**src/rtl/multi_pulse_core.sv**
```systemverilog
// N-channel pulse/PWM generator behind an MMIO slot (CTRL/PERIOD/HIGH/COUNT per channel).
// Define MULTI_PULSE_INVERT_EN to add a per-channel output invert flag in CTRL bit 3.
module multi_pulse_core #(
    parameter int unsigned N_CH   = 8,
    parameter int unsigned ADDR_W = 5,
    parameter int unsigned CNT_W  = 32
) (
    input  logic              clk,
    input  logic              reset_n,
    input  logic              cs,
    input  logic              wr,
    input  logic              rd,
    input  logic [ADDR_W-1:0] addr,
    input  logic [31:0]       wr_data,
    output logic [31:0]       rd_data,
    output logic [N_CH-1:0]   pulse_out,
    output logic [N_CH-1:0]   busy
);
    localparam int unsigned CH_W = ADDR_W - 2;

    typedef enum logic {StIdle, StRun} state_e;

    logic [CH_W-1:0]  chan;
    logic [1:0]       reg_sel;
    logic [N_CH-1:0]  wsel, ctrl_wr;

    state_e           state_q [N_CH], state_d [N_CH];
    logic [CNT_W-1:0] period_q [N_CH], period_d [N_CH];
    logic [CNT_W-1:0] high_q [N_CH], high_d [N_CH];
    logic [CNT_W-1:0] count_q [N_CH], count_d [N_CH];
    logic [CNT_W-1:0] cnt_q [N_CH], cnt_d [N_CH];
    logic [CNT_W-1:0] per_act_q [N_CH], per_act_d [N_CH];
    logic [CNT_W-1:0] high_act_q [N_CH], high_act_d [N_CH];
    logic [CNT_W-1:0] rem_q [N_CH], rem_d [N_CH];
    logic [N_CH-1:0]  en_q, en_d, mode_q, mode_d, done_q, done_d;
    logic [N_CH-1:0]  pulse_q, pulse_d, busy_q, busy_d;
    logic [N_CH-1:0]  inv_q, inv_d;

    // Reads are side-effect free, so the read strobe carries no information here.
    logic unused_rd;
    assign unused_rd = rd;

    assign chan    = addr[ADDR_W-1:2];
    assign reg_sel = addr[1:0];

    always_comb begin
        wsel    = '0;
        ctrl_wr = '0;
        for (int unsigned i = 0; i < N_CH; i++) begin
            wsel[i]    = cs & wr & (32'(chan) == 32'(i));
            ctrl_wr[i] = wsel[i] & (reg_sel == 2'd0);
        end
    end

`ifdef MULTI_PULSE_INVERT_EN
    always_ff @(posedge clk or negedge reset_n) begin
        if (!reset_n) inv_q <= '0;
        else          inv_q <= inv_d;
    end

    always_comb begin
        inv_d = inv_q;
        for (int unsigned i = 0; i < N_CH; i++) begin
            if (ctrl_wr[i]) inv_d[i] = wr_data[3];
        end
    end
`else
    assign inv_q = '0;
    assign inv_d = '0;
`endif

    always_comb begin
        en_d    = en_q;
        mode_d  = mode_q;
        done_d  = done_q;
        pulse_d = '0;
        busy_d  = '0;
        for (int unsigned i = 0; i < N_CH; i++) begin
            state_d[i]    = state_q[i];
            period_d[i]   = period_q[i];
            high_d[i]     = high_q[i];
            count_d[i]    = count_q[i];
            cnt_d[i]      = cnt_q[i];
            per_act_d[i]  = per_act_q[i];
            high_act_d[i] = high_act_q[i];
            rem_d[i]      = rem_q[i];

            if (wsel[i]) begin
                unique case (reg_sel)
                    2'd0: begin
                        en_d[i]   = wr_data[0];
                        mode_d[i] = wr_data[1];
                    end
                    2'd1: period_d[i] = wr_data[CNT_W-1:0];
                    2'd2: high_d[i]   = wr_data[CNT_W-1:0];
                    2'd3: count_d[i]  = wr_data[CNT_W-1:0];
                endcase
            end

            if (state_q[i] == StRun) begin
                if (cnt_q[i] == per_act_q[i] - CNT_W'(1)) begin
                    cnt_d[i] = '0;
                    // A zero PERIOD written mid-run would stall the counter; keep the old one.
                    if (period_q[i] != '0) per_act_d[i] = period_q[i];
                    high_act_d[i] = high_q[i];
                    if (mode_q[i]) begin
                        if (rem_q[i] == CNT_W'(1)) begin
                            state_d[i] = StIdle;
                            done_d[i]  = 1'b1;
                        end else begin
                            rem_d[i] = rem_q[i] - CNT_W'(1);
                        end
                    end
                end else begin
                    cnt_d[i] = cnt_q[i] + CNT_W'(1);
                end
            end

            // CTRL writes take priority over the free-running update above.
            if (ctrl_wr[i]) begin
                if (!wr_data[0]) begin
                    state_d[i] = StIdle;
                    cnt_d[i]   = '0;
                end else if (wr_data[2] && (period_q[i] != '0)) begin
                    cnt_d[i] = '0;
                    if (wr_data[1] && (count_q[i] == '0)) begin
                        state_d[i] = StIdle;
                        done_d[i]  = 1'b1;
                    end else begin
                        state_d[i]    = StRun;
                        per_act_d[i]  = period_q[i];
                        high_act_d[i] = high_q[i];
                        rem_d[i]      = count_q[i];
                        done_d[i]     = 1'b0;
                    end
                end
            end

            busy_d[i]  = (state_d[i] == StRun);
            pulse_d[i] = ((state_d[i] == StRun) && (cnt_d[i] < high_act_d[i])) ^ inv_d[i];
        end
    end

    always_ff @(posedge clk or negedge reset_n) begin
        if (!reset_n) begin
            en_q    <= '0;
            mode_q  <= '0;
            done_q  <= '0;
            pulse_q <= '0;
            busy_q  <= '0;
            for (int unsigned i = 0; i < N_CH; i++) begin
                state_q[i]    <= StIdle;
                period_q[i]   <= '0;
                high_q[i]     <= '0;
                count_q[i]    <= '0;
                cnt_q[i]      <= '0;
                per_act_q[i]  <= '0;
                high_act_q[i] <= '0;
                rem_q[i]      <= '0;
            end
        end else begin
            en_q    <= en_d;
            mode_q  <= mode_d;
            done_q  <= done_d;
            pulse_q <= pulse_d;
            busy_q  <= busy_d;
            for (int unsigned i = 0; i < N_CH; i++) begin
                state_q[i]    <= state_d[i];
                period_q[i]   <= period_d[i];
                high_q[i]     <= high_d[i];
                count_q[i]    <= count_d[i];
                cnt_q[i]      <= cnt_d[i];
                per_act_q[i]  <= per_act_d[i];
                high_act_q[i] <= high_act_d[i];
                rem_q[i]      <= rem_d[i];
            end
        end
    end

    always_comb begin
        rd_data = '0;
        for (int unsigned i = 0; i < N_CH; i++) begin
            if (32'(chan) == 32'(i)) begin
                unique case (reg_sel)
                    2'd0: rd_data = {22'd0, done_q[i], busy_q[i], 4'd0, inv_q[i], 1'b0,
                                     mode_q[i], en_q[i]};
                    2'd1: rd_data = 32'(period_q[i]);
                    2'd2: rd_data = 32'(high_q[i]);
                    2'd3: rd_data = 32'(count_q[i]);
                endcase
            end
        end
    end

    assign pulse_out = pulse_q;
    assign busy      = busy_q;

endmodule
```
**config.mk**
```make
export PLATFORM = sky130hd
export DESIGN_NAME = multi_pulse_core
export DESIGN_NICKNAME = d
export VERILOG_FILES = /design/src/rtl/multi_pulse_core.sv
export SDC_FILE = /design/constraint.sdc
export NUM_CORES = 2
export LEC_CHECK = 0
export ABC_AREA = 0
export CAP_MARGIN = 40
export CORE_MARGIN = 2
export CORE_UTILIZATION = 50
export CTS_CLUSTER_DIAMETER = 200
export DETAILED_ROUTE_END_ITERATION = 10
export HOLD_SLACK_MARGIN = 0.1
export MAX_ROUTING_LAYER = met4
export PLACE_DENSITY = 0.71
export SLEW_MARGIN = 20
export SYNTH_ARGS = -nofsm -noshare
export SYNTH_HDL_FRONTEND = slang
export SYNTH_SLANG_ARGS = --single-unit
```
**constraint.sdc**
```tcl
create_clock -name clk -period 5.5 [get_ports clk]
set_input_delay 0.55 -clock clk [delete_from_list [all_inputs] [get_ports clk]]
set_output_delay 0.55 -clock clk [all_outputs]
set_load 0.02 [all_outputs]
```
# [Word-level counts from Yosys, hierarchy flattened]
# Cells that the tools add are included.
[op_classes] magnitude_cmp=8 muxes=352 n_reduce_logical=74 n_eq_ne=26 n_bitwise=17 n_addsub=24
[op_table] operator="$mux 32" n=216
[op_table] operator="$pmux 32 s4" n=8
[op_table] operator="$sub 32x1->32 const B" n=16
[op_table] operator="$add 32x1->32 const B" n=8
[op_table] operator="$eq 32x1->1 const B" n=8
[op_table] operator="$eq 32x32->1" n=8
[op_table] operator="$logic_not 32->1" n=8
[op_table] operator="$lt 32x32->1" n=8
[op_table] operator="$reduce_bool 32->1" n=8
[op_table] operator="$mux 1" n=128
[op_table] operator="$reduce_and 2->1" n=32
[op_table] operator="$logic_and 1x1->1" n=24
[op_table] operator="$and 1x1->1" n=17
[op_table] operator="$eq 3x3->1 const B" n=4
[op_table] operator="$eq 3x2->1 const B" n=2
[op_table] operator="$eq 2x2->1 const B" n=2
[op_table] operator="$eq 3x1->1 const B" n=1
[op_table] operator="$logic_not 3->1" n=1
[op_table] operator="$eq 2x1->1 const B" n=1
[op_table] operator="$logic_not 2->1" n=1
[totals] inputBits=42 wordCells=584 output_inout_bits=48 ff_bits=1840

# [Logic depth before layout (Yosys ltp)]
[logic_depth] depth_word=10 depth_mapped=26 ltp_nobuf=23

# [Worst setup path before layout]
# Ideal clock, no wire load.
[synth_path] path_type="register to register" startpoint="register per_act_q[34] in the netlist's numbering" endpoint="register pulse_q[6] (netlist: pulse_out[6])" stages_incl_launch_ff=24 setup_slack_ns=0.081 setup_ns=0.066 period_less_slack_ns=5.419 arrival_ns=5.353 cell_sequence="dfrtp_1 clkbuf_1 or4_1 or4_1 nor4b_1 mux2i_1 or4bb_1 nor4_2 a31o_2 clkbuf_1 buf_2 mux2_2 inv_1 ha_1 a21oi_1 nor2b_1 o21ai_0 nand2b_1 a21oi_1 o21ai_0 a221oi_1 o21ai_0 nor3b_1 o31a_1"
[synth_rtl] item="start: declaration" line="32" text="logic [CNT_W-1:0] per_act_q [N_CH], per_act_d [N_CH];"
[synth_rtl] item="start signal: indexed assignment" line="173" text="per_act_q[i] <= per_act_d[i];"
[synth_rtl] item="end signal: assignment" line="165" text="pulse_q <= pulse_d;"
[synth_rtl] item="end: declaration" line="36" text="logic [N_CH-1:0] pulse_q, pulse_d, busy_q, busy_d;"

==> flow_metrics.env <==
export IMPL_nFillCells=16700
export IMPL_final_util_pct=57.5
export IMPL_min_from="wr_data[23]"
export IMPL_place_area_sq_um=107000
export IMPL_place_hpwl_microns=252000
export IMPL_vias=81000
export IMPL_synthTopCellsByCount="dfrtp_1, mux2_2, nor2_1, nand2_1, clkbuf_1"
export IMPL_worst_hold_path_num_cells=2
export IMPL_fin_setup_tns_ps=0
export IMPL_critical_path_class="reg -> reg"
export IMPL_synth_edf_count=0
export IMPL_seq_area_sq_um=45900
export IMPL_row_count=164
export IMPL_synth_cells=9558
export IMPL_hp_class="in -> reg"
export IMPL_cts_clk_slew_worst_paths_ps=60
export IMPL_p_per_area_nw_per_um2=332
export IMPL_synthArstFlopShare_pct=100
export IMPL_grt_overflow=0
export IMPL_fin_crit_ps=5410
export IMPL_fin_crit_sh_pct=98.4
export IMPL_synth_seq_area_share_pct=45.7
export IMPL_syn_area_sq_um=100000
export IMPL_worstPathArrival_ps=6200
export IMPL_dieWidth_microns=452
export IMPL_syn_to_final_growth_pct=14.3
export IMPL_required_ps=6290
export IMPL_core_sq_um=200000
export IMPL_cts_inserted_buffers=193
export IMPL_antenna_left=0
export IMPL_syn_nets=9880
export IMPL_drt_pre_antenna_iters=8
export IMPL_grt_max_degree=161
export IMPL_start_util_pct=50.3
export IMPL_die_h_microns=452
export IMPL_crit_path_start_kind="flip-flop"
export IMPL_finalHoldWorstSlack_ps=215
export IMPL_worst_slew_pin_slew_ps=989
export IMPL_synth_seq_cells=1832
export IMPL_p_leak_nw=51.4
export IMPL_layout_drive_gt1_share_pct=23.9
export IMPL_port_buffers=88
export IMPL_max_freq_mhz=185
export IMPL_whs_endpoint="high_q[55]"
export IMPL_multi_input_area_sq_um=52100
export IMPL_syn_avg_cell_area_sq_um=10.5
export IMPL_synth_warning_count=0
export IMPL_synth_top_cell_area_share_pct=45.7
export IMPL_reg2regPathDepth=21
export IMPL_wl_per_cell_microns=27.4
export IMPL_ys_flop_type="dfrtp_1"
export IMPL_cp_max_fo=6
export IMPL_clk_latency_ps=870
export IMPL_ir_drop_mv=0.319
export IMPL_cts_tree="done"
export IMPL_fin_area_sq_um=115000
export IMPL_r2r_end="pulse_out[6]"
export IMPL_hold_violations=0
export IMPL_dieArea_sq_um=204000
export IMPL_power_mw=38.0
export IMPL_rrSetupSlack_ps=90
export IMPL_drc=0
export IMPL_clockBufferDepth=3
export IMPL_status="completed"
export IMPL_drv_slew=0
export IMPL_grt_total_usage_pct=34.2
export IMPL_drt_initial_drc_count=9750
export IMPL_routed_wl_microns=347000
export IMPL_cts_sinks=1832
export IMPL_cap_violations=0
export IMPL_grt_pass1_wl_microns=513000
export IMPL_layout_nets=10200
export IMPL_h_tree_depth=4
export IMPL_setup_violations_final=0
export IMPL_clock_skew_ps=30.7
export IMPL_vias_per_cell=6.39
export IMPL_synth_top_cell_by_area="dfrtp_1"
export IMPL_io_pins=90
export IMPL_grt_setup_unrepaired="true"
export IMPL_synth_distinct_cells=98
export IMPL_end_kind="flip-flop"
export IMPL_grt_pass1_vias=78800
export IMPL_cts_root_buf="clkbuf_16"
export IMPL_synthMostInstantiatedCell="dfrtp_1"
export IMPL_gp_congestion=1.02
export IMPL_maxSlewHeadroom_pct=34.0
export IMPL_ys_top_cells_by_area="dfrtp_1, mux2_2, ha_1"
export IMPL_reg2reg_from="per_act_q[35]"
export IMPL_antenna_found_initial=34
-- registers in the layout, summed over array words and instances, names as in the netlist --
register / flops
done_q: 8
rem_q: 256
high_q: 256
en_q: 8
per_act_q: 256
count_q: 256
cnt_q: 256
high_act_q: 256
busy: 8
mode_q: 8
pulse_out: 8
period_q: 256
-- cell type report --
cell class	count	share of cell area [%]
Antenna cell	28	0.0611
Tap cell	2656	2.90
Clock buffer	262	4.78
Inverter	309	1.02
Sequential cell	1832	40.0
Clock inverter	91	1.06
Multi-Input combinational cell	6869	45.4
Timing Repair Buffer	624	4.82
-- power by group --
group / internal [mW] / switching (mW)
clock network: 8.05 / 5.81
logic: 3.21 / 4.13
registers: 14.8 / 2.02
total: 26.1 / 12.0
-- timing repair --
action | CTS | global route
cloned | 0 | 3
setup buffers | 0 | 28
setup endpoints to repair | 4 | 8
hold endpoints to repair | 77 | 0
pin swaps | 5 | 37
hold buffers | 1 | 0
gates resized for setup | 17 | 125
-- metal layers --
metal	GRT usage [%]	routed length, microns	up-vias
met1	44.6	139000	40800
li1	-	-	35100
met5	-	0	-
met4	18.3	21700	0
met3	7.10	31900	1005
met2	50.2	154000	4072
-- cells by family after synthesis --
logic type                 synth area share [%]
AOI/OAI and AO/OA                          8.39
xor gates and xnor gates                   6.55
adders and majority gates                  3.49
buffers and inverters                      3.27
DFF                                        45.7
muxes                                      17.7
and+or+nand+nor                            14.9
-- through the flow --
stage | cells | worst slack [ps]
6_report | 12700 | 89.9
5_1_grt | 12700 | -104
2_1_floorplan | 9558 | 80.9
4_1_cts | 12600 | 6.09
3_3_place_gp | 12200 | -255
3_5_place_dp | 12300 | -349
-- cells in the final DEF (no fill, tap or decap), drive strengths merged, types with 33 or more instances in the layout --
master,count
dfrtp,1832
ha,280
or4,100
a31oi,68
clkbuf,265
nand2,519
o221ai,39
nor2b,62
and3,72
nand3,188
clkinv,46
nand4,198
a221oi,39
and4,34
nand2b,62
nand3b,37
inv,323
a21o,73
xnor2,391
xor2,354
a22oi,35
o21ai,391
or3,122
or2,38
mux2,1241
o22ai,63
a21oi,382
nor3,205
mux2i,322
nor4b,38
a221o,33
nor4,281
buf,569
nor2,853
clkdlybuf4s50,50
-- critical path: stages (launching register included) --
cell	delay [ps]
dfrtp_1	380
or4_4	550
or4_4	580
buf_8	160
or4_4	510
a221oi_2	250
nand4_1	130
nor4_2	320
buf_4	190
a31o_4	250
buf_6	130
mux2_2	340
inv_1	100
ha_4	210
a21o_1	170
a21o_1	180
a21oi_2	130
nor3_1	70
a211oi_2	220
o21ai_1	110
nor3b_1	210
o31a_1	160
-- worst max-delay path by stage --
stage | slack [ps] | startpoint | depth (start not counted) | end
detailed placement | -350 | per_act_q[1] | 25 | pulse_out[7]
floorplan | 80 | per_act_q[34] | 23 | pulse_out[6]
CTS | 6 | per_act_q[128] | 21 | pulse_out[3]
global route | -100 | per_act_q[162] | 22 | pulse_out[2]
finish | 90 | per_act_q[35] | 21 | pulse_out[6]
global placement | -250 | per_act_q[33] | 21 | pulse_out[6]
(Power assumes the default switching activity.)
